===== src/rtl/cpu_pkg.sv =====
// Shared definitions for the mini CPU: FSM states, opcode fields and flag bit positions.
package cpu_pkg;

   typedef enum logic [2:0] {
      S_IDLE,
      S_FETCH,
      S_DECODE,
      S_EXEC,
      S_MEM,
      S_HALT
   } cpu_state_t;

   // Compute-class ops (instruction bit 7 set)
   localparam logic [2:0] OP_ADD  = 3'b000;
   localparam logic [2:0] OP_SHL  = 3'b001;
   localparam logic [2:0] OP_SHR  = 3'b010;
   localparam logic [2:0] OP_NOT  = 3'b011;
   localparam logic [2:0] OP_AND  = 3'b100;
   localparam logic [2:0] OP_OR   = 3'b101;
   localparam logic [2:0] OP_XOR  = 3'b110;
   localparam logic [2:0] OP_DISP = 3'b111;

   // Non-compute ops (instruction bit 7 clear)
   localparam logic [2:0] OP_LOAD  = 3'b000;
   localparam logic [2:0] OP_STORE = 3'b001;
   localparam logic [2:0] OP_DATA  = 3'b010;
   localparam logic [2:0] OP_JMPR  = 3'b011;
   localparam logic [2:0] OP_JMP   = 3'b100;
   localparam logic [2:0] OP_JCON  = 3'b101;
   localparam logic [2:0] OP_CLF   = 3'b110;
   localparam logic [2:0] OP_DISPA = 3'b111;

   // Positions inside the 4-bit flags vector {carry, greater, equal, zero}
   localparam int FLAG_ZERO    = 0;
   localparam int FLAG_EQUAL   = 1;
   localparam int FLAG_GREATER = 2;
   localparam int FLAG_CARRY   = 3;

   // A conditional jump is taken when any flag selected by the mask is set
   function automatic logic jcon_taken(input logic [3:0] mask, input logic [3:0] flags);
      return |(mask & flags);
   endfunction

endpackage


===== src/rtl/cpu_alu.sv =====
// Combinational ALU: computes the result of a compute-class op plus all candidate flags.
// The core decides which flags actually get latched for a given op.
module cpu_alu
   import cpu_pkg::*;
#(
   parameter int DATA_W = 8
) (
   input  logic [DATA_W-1:0] a,
   input  logic [DATA_W-1:0] b,
   input  logic              cin,
   input  logic [2:0]        op,
   output logic [DATA_W-1:0] result,
   output logic              carry,
   output logic              greater,
   output logic              equal,
   output logic              zero
);

   logic [DATA_W:0] sum;

   assign sum     = {1'b0, a} + {1'b0, b} + {{DATA_W{1'b0}}, cin};
   assign greater = (a > b);
   assign equal   = (a == b);
   assign zero    = (result == '0);

   // Select the op result and the bit shifted or carried out of it
   always_comb begin
      result = '0;
      carry  = 1'b0;
      case (op)
         OP_ADD: begin
            result = sum[DATA_W-1:0];
            carry  = sum[DATA_W];
         end
         OP_SHL: begin
            result = {b[DATA_W-2:0], 1'b0};
            carry  = b[DATA_W-1];
         end
         OP_SHR: begin
            result = {1'b0, b[DATA_W-1:1]};
            carry  = b[0];
         end
         OP_NOT:  result = ~b;
         OP_AND:  result = a & b;
         OP_OR:   result = a | b;
         OP_XOR:  result = a ^ b;
         default: result = b;
      endcase
   end

endmodule


===== src/rtl/mini_cpu_core.sv =====
// Mini CPU core: four registers, unified program/data memory with synchronous read,
// and a FETCH/DECODE/EXEC(/MEM) sequencer. Memory contents survive reset.
module mini_cpu_core
   import cpu_pkg::*;
#(
   parameter int DATA_W      = 8,
   parameter int ADDR_W      = 6,
   parameter int CARRY_CHAIN = 0
) (
   input  logic              clk,
   input  logic              rst,
   input  logic              start,
   input  logic              prog_we,
   input  logic [ADDR_W-1:0] prog_addr,
   input  logic [DATA_W-1:0] prog_wdata,
   output logic [DATA_W-1:0] display,
   output logic              disp_valid,
   output logic              busy,
   output logic              halted,
   output logic [3:0]        flags
);

   localparam int DEPTH = 1 << ADDR_W;

   cpu_state_t        state;
   logic [ADDR_W-1:0] pc;
   logic [DATA_W-1:0] regs [4];
   logic [7:0]        ir;
   logic [DATA_W-1:0] mem [DEPTH];
   logic [DATA_W-1:0] mem_rdata;
   logic [DATA_W-1:0] result_q;
   logic              carry_f, greater_f, equal_f, zero_f;

   logic [ADDR_W-1:0] rd_addr;
   logic              mem_we;
   logic [ADDR_W-1:0] wr_addr;
   logic [DATA_W-1:0] wr_data;

   logic              ir_compute;
   logic [2:0]        ir_op;
   logic [1:0]        ir_ra, ir_rb;

   logic [DATA_W-1:0] alu_result;
   logic              alu_carry, alu_greater, alu_equal, alu_zero, alu_cin;

   assign ir_compute = ir[7];
   assign ir_op      = ir[6:4];
   assign ir_ra      = ir[3:2];
   assign ir_rb      = ir[1:0];

   assign flags  = {carry_f, greater_f, equal_f, zero_f};
   assign busy   = (state == S_FETCH) || (state == S_DECODE) ||
                   (state == S_EXEC)  || (state == S_MEM);
   assign halted = (state == S_HALT);
   assign alu_cin = (CARRY_CHAIN != 0) && carry_f;

   cpu_alu #(.DATA_W(DATA_W)) u_alu (
      .a       (regs[ir_ra]),
      .b       (regs[ir_rb]),
      .cin     (alu_cin),
      .op      (ir_op),
      .result  (alu_result),
      .carry   (alu_carry),
      .greater (alu_greater),
      .equal   (alu_equal),
      .zero    (alu_zero)
   );

   // During DECODE the fetched word is still in mem_rdata, so the operand read
   // (LOAD source or the word after the opcode) is launched straight from it.
   always_comb begin
      rd_addr = pc;
      if (state == S_DECODE) begin
         if (!mem_rdata[7] && (mem_rdata[6:4] == OP_LOAD))
            rd_addr = regs[mem_rdata[3:2]][ADDR_W-1:0];
         else
            rd_addr = pc + ADDR_W'(1);
      end
   end

   // Program loading is only accepted while idle or halted; STORE commits in MEM.
   // Reset suppresses any write so an aborted STORE leaves memory untouched.
   always_comb begin
      mem_we  = 1'b0;
      wr_addr = prog_addr;
      wr_data = prog_wdata;
      if (!rst) begin
         if (((state == S_IDLE) || (state == S_HALT)) && prog_we) begin
            mem_we = 1'b1;
         end else if ((state == S_MEM) && !ir_compute && (ir_op == OP_STORE)) begin
            mem_we  = 1'b1;
            wr_addr = regs[ir_ra][ADDR_W-1:0];
            wr_data = regs[ir_rb];
         end
      end
   end

   // Memory array with synchronous read; the read register holds its value
   // outside FETCH/DECODE so the operand is still there in MEM.
   always_ff @(posedge clk) begin
      if (mem_we)
         mem[wr_addr] <= wr_data;
      if ((state == S_FETCH) || (state == S_DECODE))
         mem_rdata <= mem[rd_addr];
   end

   // Instruction sequencer, register file, flags and display
   always_ff @(posedge clk) begin
      if (rst) begin
         state      <= S_IDLE;
         pc         <= '0;
         ir         <= '0;
         result_q   <= '0;
         display    <= '0;
         disp_valid <= 1'b0;
         carry_f    <= 1'b0;
         greater_f  <= 1'b0;
         equal_f    <= 1'b0;
         zero_f     <= 1'b0;
         for (int i = 0; i < 4; i++)
            regs[i] <= '0;
      end else begin
         disp_valid <= 1'b0;
         case (state)
            S_IDLE, S_HALT: begin
               if (start) begin
                  state <= S_FETCH;
                  pc    <= '0;
               end
            end
            S_FETCH: state <= S_DECODE;
            S_DECODE: begin
               ir    <= mem_rdata[7:0];
               state <= S_EXEC;
            end
            S_EXEC: begin
               state <= S_FETCH;
               if (ir_compute) begin
                  pc <= pc + ADDR_W'(1);
                  if (ir_op == OP_DISP) begin
                     display    <= regs[ir_rb];
                     disp_valid <= 1'b1;
                  end else begin
                     regs[ir_rb] <= alu_result;
                     result_q    <= alu_result;
                     zero_f      <= alu_zero;
                     if ((ir_op == OP_ADD) || (ir_op == OP_SHL) || (ir_op == OP_SHR))
                        carry_f <= alu_carry;
                     if (ir_op == OP_XOR) begin
                        greater_f <= alu_greater;
                        equal_f   <= alu_equal;
                     end
                  end
               end else begin
                  case (ir_op)
                     OP_LOAD, OP_STORE, OP_DATA, OP_JMP: state <= S_MEM;
                     OP_JMPR: pc <= regs[ir_rb][ADDR_W-1:0];
                     OP_JCON: begin
                        if (ir[3:0] == 4'b0000)
                           state <= S_HALT;
                        else if (jcon_taken(ir[3:0], flags))
                           state <= S_MEM;
                        else
                           pc <= pc + ADDR_W'(2);
                     end
                     OP_CLF: begin
                        carry_f   <= 1'b0;
                        greater_f <= 1'b0;
                        equal_f   <= 1'b0;
                        zero_f    <= 1'b0;
                        pc        <= pc + ADDR_W'(1);
                     end
                     default: begin
                        display    <= result_q;
                        disp_valid <= 1'b1;
                        pc         <= pc + ADDR_W'(1);
                     end
                  endcase
               end
            end
            S_MEM: begin
               state <= S_FETCH;
               case (ir_op)
                  OP_LOAD: begin
                     regs[ir_rb] <= mem_rdata;
                     pc          <= pc + ADDR_W'(1);
                  end
                  OP_STORE: pc <= pc + ADDR_W'(1);
                  OP_DATA: begin
                     regs[ir_rb] <= mem_rdata;
                     pc          <= pc + ADDR_W'(2);
                  end
                  default: pc <= mem_rdata[ADDR_W-1:0];
               endcase
            end
            default: state <= S_IDLE;
         endcase
      end
   end

endmodule


===== config.mk =====
export PLATFORM = sky130hd
export DESIGN_NAME = mini_cpu_core
export DESIGN_NICKNAME = d
export VERILOG_FILES = /design/src/rtl/cpu_pkg.sv /design/src/rtl/cpu_alu.sv /design/src/rtl/mini_cpu_core.sv
export SDC_FILE = /design/constraint.sdc
export NUM_CORES = 1
export LEC_CHECK = 0
export CORE_MARGIN = 2
export CORE_UTILIZATION = 35
export DETAILED_ROUTE_END_ITERATION = 8
export SLEW_MARGIN = 20
export SYNTH_ARGS = -nofsm -noshare
export SYNTH_HDL_FRONTEND = slang
export SYNTH_SLANG_ARGS = --single-unit
export TNS_END_PERCENT = 10

===== constraint.sdc =====
create_clock -name clk -period 7.1 [get_ports clk]
set_input_delay 1.775 -clock clk [delete_from_list [all_inputs] [get_ports clk]]
set_output_delay 1.775 -clock clk [all_outputs]
set_load 0.01 [all_outputs]

== Word-level counts from Yosys, hierarchy flattened ==
Memory sizes are Yosys's and may differ from the RTL's. A register that Yosys moved wholly into a read port is not among the register bits.
Cells that the tools add are included.

* Output and inout bits: 15
* Logic and storage cells: 149
* Bits in registers: 38
* Input bits: 18
* Memories: 2
* Memory bits (writable): 544

{| class="wikitable"
|+ Memories
! memory !! words !! width !! rd ports !! clocked after Yosys merged registers in !! wr ports !! RTL line !! RTL
|-
| mem || 64 || 8 || 1 || 1 || 1 || mini_cpu_core.sv:29 || <nowiki>logic [DATA_W-1:0] mem [DEPTH];</nowiki>
|-
| regs || 4 || 8 || 3 || 2 || 4 || mini_cpu_core.sv:27 || <nowiki>logic [DATA_W-1:0] regs [4];</nowiki>
|}

* $lt $le $gt $ge: 1
* Reductions and logical operators: 33
* Add/subtract/negate cells: 3
* Bitwise logic cells: 9
* Eq/ne operators: 21
* Mux-type cells: 70

{| class="wikitable"
|+ Operators with widths
! cell !! number
|-
| $mux W8 || 9
|-
| $pmux W8 S7 || 1
|-
| $mux W6 || 9
|-
| $mux W1 || 36
|-
| $pmux W6 S3 || 2
|-
| $eq A3 B3 Y1 const B || 6
|-
| $pmux W3 S5 || 1
|-
| $eq A3 B2 Y1 const B || 4
|-
| $mux W3 || 4
|-
| $pmux W6 S2 || 1
|-
| $mux W2 || 5
|-
| $add A8 B8 Y9 || 1
|-
| $logic_not A3 Y1 || 3
|-
| $reduce_and A3 Y1 || 3
|-
| $and A8 B8 Y8 || 1
|-
| $eq A8 B8 Y1 || 1
|-
| $gt A8 B8 Y1 || 1
|-
| $logic_not A8 Y1 || 1
|-
| $ne A4 B4 Y1 const B || 2
|-
| $not A8 Y8 || 1
|-
| $or A8 B8 Y8 || 1
|-
| $reduce_and A4 Y1 || 2
|-
| $reduce_or A4 Y1 || 2
|-
| $reduce_or A8 Y1 || 1
|-
| 21 further kinds || 39
|}

== Longest topological paths before layout ==
Gate-level depths: netlist (run 1).

* Word-level depth: 10
* Gate-level depth with buffers: 14

== Modules after synthesis ==
From an unflattened synthesis (run 1), not the netlist that was laid out.

* Cells, all modules: 2,630
* Area total of the unflattened synthesis: 30,525.5 µm²

{| class="wikitable"
|+ By module, submodules not included
! module !! area an instance (µm²) !! times used !! cells each !! seq. area each (µm²)
|-
| mini_cpu_core || 29,241.8 || 1 || 2,444 || 17,416.7
|-
| cpu_alu || 1,283.7 || 1 || 186 || 0.0
|}

== Least setup slack after synthesis (run 1) ==
OpenSTA, ideal clock, no wires.

* Path type: input to register
* Start point: input rst
* End point: memory mem[0][0], data pin
* Cell stages on the path: 5
* Slack: 1,287 ps
* Library setup time: 702 ps
* Data arrival time: 5,111 ps
* Cells stage by stage: clkbuf_1 -> nor2_1 -> nand4b_1 -> clkbuf_1 -> o21ai_0

* Word-level cells in the longest chain between the ends: 1

{| class="wikitable"
|+ Ends and longest elaborated chain
! item !! RTL line !! RTL
|-
| from (decl) || mini_cpu_core.sv:11 || <nowiki>input logic rst,</nowiki>
|-
| $mux W8 || mini_cpu_core.sv:87 || <nowiki>if (!rst) begin</nowiki>
|-
| net wr_data[0] || mini_cpu_core.sv:37 || <nowiki>logic [DATA_W-1:0] wr_data;</nowiki>
|-
| to (decl) || mini_cpu_core.sv:29 ||
|}

The timed path passes the listed nets, and every way through them passes these cells.

== Final worst setup path (run 1) ==
* Start point: register state[1]
* End point: register mem_rdata[4], read port of mem, data pin

* Word-level cells in the longest chain between the ends: 2

{| class="wikitable"
|+ Ends and longest elaborated chain
! item !! RTL line !! RTL
|-
| from (decl) || mini_cpu_core.sv:25 || <nowiki>cpu_state_t state;</nowiki>
|-
| from (signal assigned) || mini_cpu_core.sv:110 || <nowiki>state <= S_IDLE;</nowiki>
|-
| from (signal assigned) || mini_cpu_core.sv:127 || <nowiki>state <= S_FETCH;</nowiki>
|-
| from (signal assigned) || mini_cpu_core.sv:131 || <nowiki>S_FETCH: state <= S_DECODE;</nowiki>
|-
| $eq A3 B2 Y1 or $eq A3 B1 Y1 (tied branches) || mini_cpu_core.sv:73, mini_cpu_core.sv:103 ||
|-
| $mux W6 or $logic_or A1 B1 Y1 (tied branches) || mini_cpu_core.sv:73, mini_cpu_core.sv:103 ||
|-
| to (decl) || mini_cpu_core.sv:30 || <nowiki>logic [DATA_W-1:0] mem_rdata;</nowiki>
|}

Several ways; a longest one is shown, not always the timed one.
A chain may end at the register's enable or synchronous reset.

==> results of run 1 <==
[power breakdown]
part           switching (mW)  total (mW)  internal, mW
clock network            1.47        3.42          1.95
logic                    1.47        2.09         0.621
registers              0.0757        3.94          3.87
total                    3.01        9.45          6.44
[critical path, cell delays in order (launching register included)]
cell and delay (ps):
sky130_fd_sc_hd__dfxtp_1 540, sky130_fd_sc_hd__nor3b_2 630, sky130_fd_sc_hd__buf_4 810, sky130_fd_sc_hd__buf_4 900, sky130_fd_sc_hd__a31oi_4 560, sky130_fd_sc_hd__mux2i_1 370
sky130_fd_sc_hd__a221oi_1 180, sky130_fd_sc_hd__a31oi_1 480, sky130_fd_sc_hd__nand3_1 190, sky130_fd_sc_hd__a31o_1 310
[synthesized netlist by cell type (11+ instances only)]
| master | number | area [µm²] |
|---|---|---|
| sky130_fd_sc_hd__a211oi_1 | 32 | 240 |
| sky130_fd_sc_hd__a21oi_1 | 280 | 1400 |
| sky130_fd_sc_hd__a221o_1 | 19 | 190 |
| sky130_fd_sc_hd__a221oi_1 | 70 | 613 |
| sky130_fd_sc_hd__a22oi_1 | 84 | 631 |
| sky130_fd_sc_hd__a31oi_1 | 74 | 463 |
| sky130_fd_sc_hd__and3_1 | 12 | 75.1 |
| sky130_fd_sc_hd__buf_1 | 35 | 131 |
| sky130_fd_sc_hd__buf_2 | 56 | 280 |
| sky130_fd_sc_hd__buf_4 | 11 | 82.6 |
| sky130_fd_sc_hd__clkbuf_1 | 174 | 653 |
| sky130_fd_sc_hd__dfxtp_1 | 42 | 841 |
| sky130_fd_sc_hd__edfxtp_1 | 552 | 16600 |
| sky130_fd_sc_hd__ha_1 | 26 | 325 |
| sky130_fd_sc_hd__inv_1 | 46 | 173 |
| sky130_fd_sc_hd__mux2i_1 | 123 | 1230 |
| sky130_fd_sc_hd__mux4_2 | 22 | 495 |
| sky130_fd_sc_hd__nand2_1 | 185 | 694 |
| sky130_fd_sc_hd__nand2b_1 | 31 | 194 |
| sky130_fd_sc_hd__nand3_1 | 93 | 465 |
| sky130_fd_sc_hd__nor2_1 | 273 | 1020 |
| sky130_fd_sc_hd__nor2b_1 | 14 | 87.6 |
| sky130_fd_sc_hd__nor3_1 | 91 | 455 |
| sky130_fd_sc_hd__nor3b_1 | 42 | 315 |
| sky130_fd_sc_hd__nor4_1 | 13 | 81.3 |
| sky130_fd_sc_hd__o21ai_0 | 164 | 821 |
| sky130_fd_sc_hd__o221ai_1 | 156 | 1370 |
| sky130_fd_sc_hd__o22ai_1 | 54 | 338 |
| sky130_fd_sc_hd__o311ai_0 | 16 | 140 |
| sky130_fd_sc_hd__o32ai_1 | 15 | 131 |
[path summary, 6_finish.rpt]
kind	cells past startpoint	startpoint	slack (ps)	end
setup / recovery	9	state[1]	1780	mem_rdata[4]
hold / removal	2	result_q[6]	450	result_q[6]
setup reg to reg	9	state[1]	1780	mem_rdata[4]
hold reg to reg	2	result_q[6]	450	result_q[6]
[routing by layer]
layer  part of all wire  track usage  vias to the layer above
li1                   -            -                    11366
met1               0.41        0.298                    12490
met2               0.45        0.335                     1344
met3              0.089       0.0369                      253
met4              0.046       0.0923                        0
met5                  0            0                        -
[through the flow]
step / total power [mW] / cells / hold WS, ps / area, µm²
floorplan: 5.36 / 2934 / 431 / 31600
global placement: 6.05 / 3923 / 444 / 33000
detailed placement: 6.05 / 3924 / 447 / 33000
CTS: 9.43 / 4041 / 453 / 35100
global route: 9.74 / 4042 / 478 / 35100
finish: 9.45 / 4042 / 450 / 35100
[kinds of logic (layout without fill, tap and decap cells)]
| family | after synthesis | count (layout) | synth area share |
|---|---|---|---|
| AOI/OAI and AO/OA | 1042 | 1042 | 0.221 |
| muxes | 149 | 149 | 0.0560 |
| adders and majority gates | 28 | 28 | 0.0112 |
| buffers and inverters | 326 | 258 | 0.0429 |
| xor gates and xnor gates | 14 | 14 | 0.00387 |
| DFF | 594 | 594 | 0.550 |
| and+or+nand+nor | 781 | 781 | 0.115 |
[registers in the layout, summed over array words and instances, names as in the netlist, named ones only]
| name | cells |
|---|---|
| carry_f | 1 |
| disp_valid | 1 |
| display | 8 |
| equal_f | 1 |
| greater_f | 1 |
| ir | 8 |
| mem | 512 |
| mem_rdata | 8 |
| pc | 6 |
| regs | 32 |
| result_q | 8 |
| state | 3 |
| zero_f | 1 |
[area by class of cell]
type | instances | area share
sequential | 594 | 0.496
clock buffer | 83 | 0.0497
clock inverter | 34 | 0.0101
multi-input combinational | 2014 | 0.373
timing repair buffer | 94 | 0.0246
tap | 1176 | 0.0419
inverter | 47 | 0.00502
==> flow_summary.html, run 1 <==
<table>
<tr><th>Metric</th><th>Value</th></tr>
<tr><th colspan="2">Outcome</th></tr>
<tr><td>Status</td><td>finished, final reports clean</td></tr>
<tr><th colspan="2">Layout</th></tr>
<tr><td>FF+latch area</td><td>17,400 µm²</td></tr>
<tr><td>Utilization after layout</td><td>0.391</td></tr>
<tr><td># nets final</td><td>2,863</td></tr>
<tr><td>Ratio of cells with drive above 1 in the final layout</td><td>0.0778</td></tr>
<tr><td>Most common library cell in the layout ignoring fill and taps</td><td>sky130_fd_sc_hd__edfxtp_1</td></tr>
<tr><td>Fill cell total of the finished layout</td><td>8,540</td></tr>
<tr><td>Commonest cells after routing, fill and taps aside</td><td>sky130_fd_sc_hd__edfxtp_1 (552), sky130_fd_sc_hd__a21oi_1 (280), sky130_fd_sc_hd__nor2_1 (270), sky130_fd_sc_hd__nand2_1 (185)</td></tr>
<tr><td>Area of the multi-input gates</td><td>13,100 µm²</td></tr>
<tr><td>Area added between synthesis and finish</td><td>11.0%</td></tr>
<tr><td>Diodes inserted</td><td>0</td></tr>
<tr><th colspan="2">Placed design</th></tr>
<tr><td>Placement-stage worst setup slack</td><td>2060 ps</td></tr>
<tr><td>Global placement routability congestion</td><td>0.962</td></tr>
<tr><td>DPL Wire Length</td><td>66,200 µm</td></tr>
<tr><td>Count of input and output buffers</td><td>32</td></tr>
<tr><th colspan="2">GRT</th></tr>
<tr><td>Initial antenna violation count</td><td>0</td></tr>
<tr><td>First-pass GRT wire length</td><td>154,000 µm</td></tr>
<tr><td>Global-route congestion overflow total</td><td>0</td></tr>
<tr><td>Total track usage</td><td>0.216</td></tr>
<tr><td>Number of global-route vias before repair</td><td>23,090</td></tr>
<tr><td>Pin count of the biggest net entering global routing</td><td>159</td></tr>
<tr><th colspan="2">Die</th></tr>
<tr><td>Count of pins on the block boundary</td><td>33</td></tr>
<tr><td>Vert. Die Dim</td><td>305 µm</td></tr>
<tr><td>Full die area</td><td>92,800 µm²</td></tr>
<tr><td>Die width</td><td>305 µm</td></tr>
<tr><td>Number of rows in the core area</td><td>110</td></tr>
<tr><td>Core footprint</td><td>89,900 µm²</td></tr>
<tr><td>Starting utilization of the core area</td><td>0.352</td></tr>
<tr><th colspan="2">Synthesis</th></tr>
<tr><td>Part of the Yosys area used for sequential elements</td><td>0.550</td></tr>
<tr><td>Flip-flop and latch count after synthesis</td><td>594</td></tr>
<tr><td>Post-synth ARST share</td><td>0</td></tr>
<tr><td>Synth Warn #</td><td>0</td></tr>
<tr><td>Synth Area per Inst</td><td>10.8 µm²</td></tr>
<tr><td>Yosys cell types</td><td>76</td></tr>
<tr><td>Cell count after synthesis</td><td>2,934</td></tr>
<tr><td>Prevailing post-synth register cell</td><td>sky130_fd_sc_hd__edfxtp_1</td></tr>
<tr><td>Number of flops mapped to enable cells by yosys</td><td>552</td></tr>
<tr><td>Post-Syn Area</td><td>31,600 µm²</td></tr>
<tr><td>Synthesized net count</td><td>2,979</td></tr>
<tr><th colspan="2">Power and ir drop</th></tr>
<tr><td>Maximum vdd ir drop</td><td>0.143 mV</td></tr>
<tr><td>Power density normalized to cell area</td><td>269 nW/µm²</td></tr>
<tr><td>P_leak</td><td>10.6 nW</td></tr>
<tr><th colspan="2">CTS</th></tr>
<tr><td>Number of sinks handled by clock tree synthesis</td><td>594</td></tr>
<tr><td>Clock tree from TritonCTS</td><td>done</td></tr>
<tr><td>CTS root buffer</td><td>sky130_fd_sc_hd__clkbuf_16</td></tr>
<tr><td>Resized cells post-CTS</td><td>0</td></tr>
<tr><td>Insertion delay to the later sink of the worst-skew pair</td><td>630 ps</td></tr>
<tr><td>Htree depth</td><td>3</td></tr>
<tr><td>Quantity of hold-fixing buffers added after cts</td><td>0</td></tr>
<tr><td>Buffers from clock root to sink, at most</td><td>3</td></tr>
<tr><td>Clock transition at path regs</td><td>60 ps</td></tr>
<tr><td>Buffer count from post-CTS setup fixing</td><td>0</td></tr>
<tr><td>Cts bufs inserted</td><td>67</td></tr>
<tr><th colspan="2">Critical path</th></tr>
<tr><td>Category of the worst setup path launch point</td><td>flop</td></tr>
<tr><td>Worst Path Class, Setup</td><td>reg -&gt; reg</td></tr>
<tr><td>Critical path data required time</td><td>7460 ps</td></tr>
<tr><td>Endpoint arrival time on the critical path</td><td>5680 ps</td></tr>
<tr><td>Worst-path maximum fanout</td><td>76</td></tr>
<tr><td>Endpoint type of the worst setup path</td><td>flop</td></tr>
<tr><th colspan="2">Timing</th></tr>
<tr><td>Final cycle utilization of the critical path</td><td>0.750</td></tr>
<tr><td>Rel. slew slack</td><td>0.223</td></tr>
<tr><td>Total of endpoints with negative setup slack in the final report</td><td>0</td></tr>
<tr><td>RSZ-0062 raised after global routing</td><td>no</td></tr>
<tr><td>Time the final worst path needs with I/O delays and setup</td><td>5320 ps</td></tr>
<tr><td>Final slew viol count</td><td>0</td></tr>
<tr><td>Maximum clock frequency</td><td>0.188 GHz</td></tr>
<tr><td>Final Worst Setup Slack</td><td>1780 ps</td></tr>
<tr><td>Slew of the pin with the lowest slew margin</td><td>1160 ps</td></tr>
<tr><td>Final number of hold-violating endpoints</td><td>0</td></tr>
<tr><td>Clock Skews</td><td>23.5 ps</td></tr>
<tr><td>Final TNS setup</td><td>0 ps</td></tr>
<tr><th colspan="2">Drt</th></tr>
<tr><td>Via density per instance</td><td>6.30</td></tr>
<tr><td>DRC</td><td>0</td></tr>
<tr><td>Post-route ant nets</td><td>0</td></tr>
<tr><td>Vias after detailed routing</td><td>25,453</td></tr>
<tr><td>Detailed-router iteration count before antenna repair</td><td>6</td></tr>
<tr><td>Detailed router's first-iteration violation count</td><td>3,571</td></tr>
<tr><td>Routed Wire Length</td><td>103,000 µm</td></tr>
<tr><td>Post-detailed-route wirelength per cell</td><td>25.6 µm</td></tr>
<tr><th colspan="2">Flow run</th></tr>
<tr><td>MaxCap Viol Count</td><td>0</td></tr>
<tr><th colspan="2">Hold path</th></tr>
<tr><td>Path category of the worst min-delay check</td><td>reg -&gt; reg</td></tr>
</table>
(Power assumes the default switching activity.)
==> inputs of run 2 (changes only) <==
- clock period: 7.1 -> 4.65 ns (I/O delays scaled with it)
==> run 2 against run 1 <==
- routed wire length shrank 1.2%
- first-iteration DRC count shrank 19%
- clock power grew 55%
- critical path depth grew 1
- setup slack lost 1600 ps
- combinational power grew 56%
- sequential share of layout area shrank 1.1 points
==> flow_summary.html, run 2 (same netlist as run 1, synthesis figures left out) <==
<table>
<tr><th>Metric</th><th>Value</th></tr>
<tr><th colspan="2">Timing</th></tr>
<tr><td>Rel. slew slack</td><td>0.184</td></tr>
<tr><td>Final TNS setup</td><td>0 ps</td></tr>
<tr><td>Final cycle utilization of the critical path</td><td>0.971</td></tr>
<tr><td>Slew of the pin with the lowest slew margin</td><td>1220 ps</td></tr>
<tr><td>Final number of hold-violating endpoints</td><td>0</td></tr>
<tr><td>Total of endpoints with negative setup slack in the final report</td><td>0</td></tr>
<tr><td>Maximum clock frequency</td><td>0.222 GHz</td></tr>
<tr><td>Final Worst Setup Slack</td><td>136 ps</td></tr>
<tr><td>Final slew viol count</td><td>0</td></tr>
<tr><td>RSZ-0062 raised after global routing</td><td>no</td></tr>
<tr><td>Time the final worst path needs with I/O delays and setup</td><td>4510 ps</td></tr>
<tr><td>Clock Skews</td><td>30.1 ps</td></tr>
<tr><th colspan="2">Placed design</th></tr>
<tr><td>Count of input and output buffers</td><td>32</td></tr>
<tr><td>Placement-stage worst setup slack</td><td>334 ps</td></tr>
<tr><td>Number of instances in the placed design</td><td>4,000</td></tr>
<tr><td>Global placement routability congestion</td><td>0.901</td></tr>
<tr><td>DPL Wire Length</td><td>64,000 µm</td></tr>
<tr><td>Area post-placement</td><td>33,800 µm²</td></tr>
<tr><th colspan="2">Drt</th></tr>
<tr><td>Via density per instance</td><td>6.22</td></tr>
<tr><td>Detailed-router iteration count before antenna repair</td><td>8</td></tr>
<tr><td>Post-detailed-route wirelength per cell</td><td>24.8 µm</td></tr>
<tr><td>Met2 layer wire length in the routed design</td><td>46,700 µm</td></tr>
<tr><td>Detailed router's first-iteration violation count</td><td>2,900</td></tr>
<tr><td>Met3 layer wire length in the routed design</td><td>8890 µm</td></tr>
<tr><td>Met1 Routed Length</td><td>41,900 µm</td></tr>
<tr><td>Top Metal Used</td><td>met4</td></tr>
<tr><td>Vias after detailed routing</td><td>25,651</td></tr>
<tr><td>DRC</td><td>0</td></tr>
<tr><td>Post-route ant nets</td><td>0</td></tr>
<tr><td>Routed Wire Length</td><td>102,000 µm</td></tr>
<tr><th colspan="2">Critical path</th></tr>
<tr><td>Endpoint arrival time on the critical path</td><td>4880 ps</td></tr>
<tr><td>Worst stage delay on the critical path</td><td>830 ps</td></tr>
<tr><td>Critical Path, Cell by Cell</td><td>or4_2, a22o_1, a221oi_4, nor2_1, nand2_1, buf_4, o21ai_0, a31oi_1, nand3_1, a31o_1</td></tr>
<tr><td>Critical path buffer and inverter count</td><td>1</td></tr>
<tr><td>Endpoint type of the worst setup path</td><td>flop</td></tr>
<tr><td>Critical path data required time</td><td>5020 ps</td></tr>
<tr><td>Worst Path Class, Setup</td><td>reg -&gt; reg</td></tr>
<tr><td>Setup slack of the worst register-to-register path</td><td>140 ps</td></tr>
<tr><td>Crit-path slowest cell</td><td>sky130_fd_sc_hd__or4_2</td></tr>
<tr><td>Category of the worst setup path launch point</td><td>flop</td></tr>
<tr><td>Gate family responsible for the most delay along the worst path</td><td>simple AND/OR/NAND/NOR gates</td></tr>
<tr><td>Worst-path maximum fanout</td><td>13</td></tr>
<tr><th colspan="2">Die</th></tr>
<tr><td>Number of rows in the core area</td><td>110</td></tr>
<tr><td>Starting utilization of the core area</td><td>0.352</td></tr>
<tr><td>Core footprint</td><td>89,900 µm²</td></tr>
<tr><td>Die width</td><td>305 µm</td></tr>
<tr><td>Full die area</td><td>92,800 µm²</td></tr>
<tr><td>Vert. Die Dim</td><td>305 µm</td></tr>
<tr><td>Count of pins on the block boundary</td><td>33</td></tr>
<tr><th colspan="2">GRT</th></tr>
<tr><td>Global-route congestion overflow total</td><td>0</td></tr>
<tr><td>Pin count of the biggest net entering global routing</td><td>225</td></tr>
<tr><td>Number of global-route vias before repair</td><td>23,419</td></tr>
<tr><td>Total track usage</td><td>0.213</td></tr>
<tr><td>First-pass GRT wire length</td><td>152,000 µm</td></tr>
<tr><td>Initial antenna violation count</td><td>1</td></tr>
<tr><th colspan="2">Layout</th></tr>
<tr><td>Most common library cell in the layout ignoring fill and taps</td><td>sky130_fd_sc_hd__edfxtp_1</td></tr>
<tr><td># nets final</td><td>2,939</td></tr>
<tr><td>Final cell area excluding filler cells</td><td>35,900 µm²</td></tr>
<tr><td>Commonest cells after routing, fill and taps aside</td><td>sky130_fd_sc_hd__edfxtp_1 (552), sky130_fd_sc_hd__a21oi_1 (280), sky130_fd_sc_hd__nor2_1 (270), sky130_fd_sc_hd__nand2_1 (185)</td></tr>
<tr><td>Largest reg by FF count</td><td>mem</td></tr>
<tr><td>Ratio of cells with drive above 1 in the final layout</td><td>0.102</td></tr>
<tr><td>Area added between synthesis and finish</td><td>13.6%</td></tr>
<tr><td>Fill cell total of the finished layout</td><td>8,486</td></tr>
<tr><td>Layout Cells excl Fill</td><td>4,122</td></tr>
<tr><td>Largest registers ranked by flip-flop count</td><td>mem: 512 flops, regs: 32 flops</td></tr>
<tr><td>Number of flip-flops under the largest register name</td><td>512</td></tr>
<tr><th colspan="2">CTS</th></tr>
<tr><td>Htree depth</td><td>3</td></tr>
<tr><td>Number of sinks handled by clock tree synthesis</td><td>594</td></tr>
<tr><td>Clock tree from TritonCTS</td><td>done</td></tr>
<tr><td>Quantity of hold-fixing buffers added after cts</td><td>0</td></tr>
<tr><td>Buffer count from post-CTS setup fixing</td><td>0</td></tr>
<tr><td>Buffers from clock root to sink, at most</td><td>3</td></tr>
<tr><td>Clock transition at path regs</td><td>60 ps</td></tr>
<tr><td>Resized cells post-CTS</td><td>0</td></tr>
<tr><td>CTS root buffer</td><td>sky130_fd_sc_hd__clkbuf_16</td></tr>
<tr><td>Cts bufs inserted</td><td>68</td></tr>
<tr><td>Insertion delay to the later sink of the worst-skew pair</td><td>630 ps</td></tr>
<tr><th colspan="2">Hold path</th></tr>
<tr><td>Path category of the worst min-delay check</td><td>reg -&gt; reg</td></tr>
<tr><th colspan="2">Outcome</th></tr>
<tr><td>Status</td><td>finished, final reports clean</td></tr>
<tr><th colspan="2">Power and ir drop</th></tr>
<tr><td>Maximum vdd ir drop</td><td>0.262 mV</td></tr>
<tr><td>Power density normalized to cell area</td><td>406 nW/µm²</td></tr>
<tr><td>P_leak</td><td>11.1 nW</td></tr>
<tr><th colspan="2">Flow run</th></tr>
<tr><td>MaxCap Viol Count</td><td>0</td></tr>
</table>
-- run 2: cell count changes in the layout (fill, tap and decap cells not counted), sizes merged --
cell	delta
buf	+75
clkinv	+6
clkinvlp	+1
diode	+1
inv	-3
-- run 2: final cells by class --
| class | count | area (µm²) | share of cell area |
|---|---|---|---|
| Multi-Input combinational cell | 2014 | 13100 | 0.364 |
| Timing Repair Buffer | 169 | 1610 | 0.0447 |
| Clock buffer | 83 | 1810 | 0.0504 |
| Clock inverter | 38 | 375 | 0.0104 |
| Inverter | 47 | 176 | 0.00491 |
| Antenna cell | 1 | 2.50 | 0.0000696 |
| Sequential cell | 594 | 17400 | 0.485 |
| Tap cell | 1176 | 1470 | 0.0409 |
-- run 2: worst paths after layout --
kind / startpoint / to / cells after the start
worst min-delay path: result_q[6] / result_q[6] / 2
worst max register to register: mem_rdata[5] / mem_rdata[7] / 10
worst max-delay path: mem_rdata[5] / mem_rdata[7] / 10
worst min register to register: result_q[6] / result_q[6] / 2
-- run 2: tightest hold or removal path: stages, from the launching register on --
cell,delay [ps]
sky130_fd_sc_hd__dfxtp_1,310
sky130_fd_sc_hd__nand2_1,50
sky130_fd_sc_hd__a21oi_1,50
-- run 2: metal layers --
| layer | up-vias | global-route usage |
|---|---|---|
| met5 | - | 0 |
| met4 | 0 | 0.0860 |
| met3 | 220 | 0.0391 |
| met2 | 1221 | 0.336 |
| met1 | 12694 | 0.290 |
| li1 | 11516 | - |
-- run 2: power by group --
group	internal (mW)	total [mW]	switching, mW
Clock	3.07	5.31	2.23
Combinational	1.08	3.27	2.19
Sequential	5.90	6.01	0.108
Total	10.1	14.6	4.53
-- run 2: through the flow --
| stage | hold slack, ps | utilization | power [mW] |
|---|---|---|---|
| 3_3_place_gp | 446 | 0.376 | 9.31 |
| 6_report | 461 | 0.400 | 14.6 |
| 4_1_cts | 465 | 0.400 | 14.6 |
| 2_1_floorplan | 431 | - | 8.19 |
| 3_5_place_dp | 455 | 0.376 | 9.34 |
| 5_1_grt | 474 | 0.400 | 15.1 |
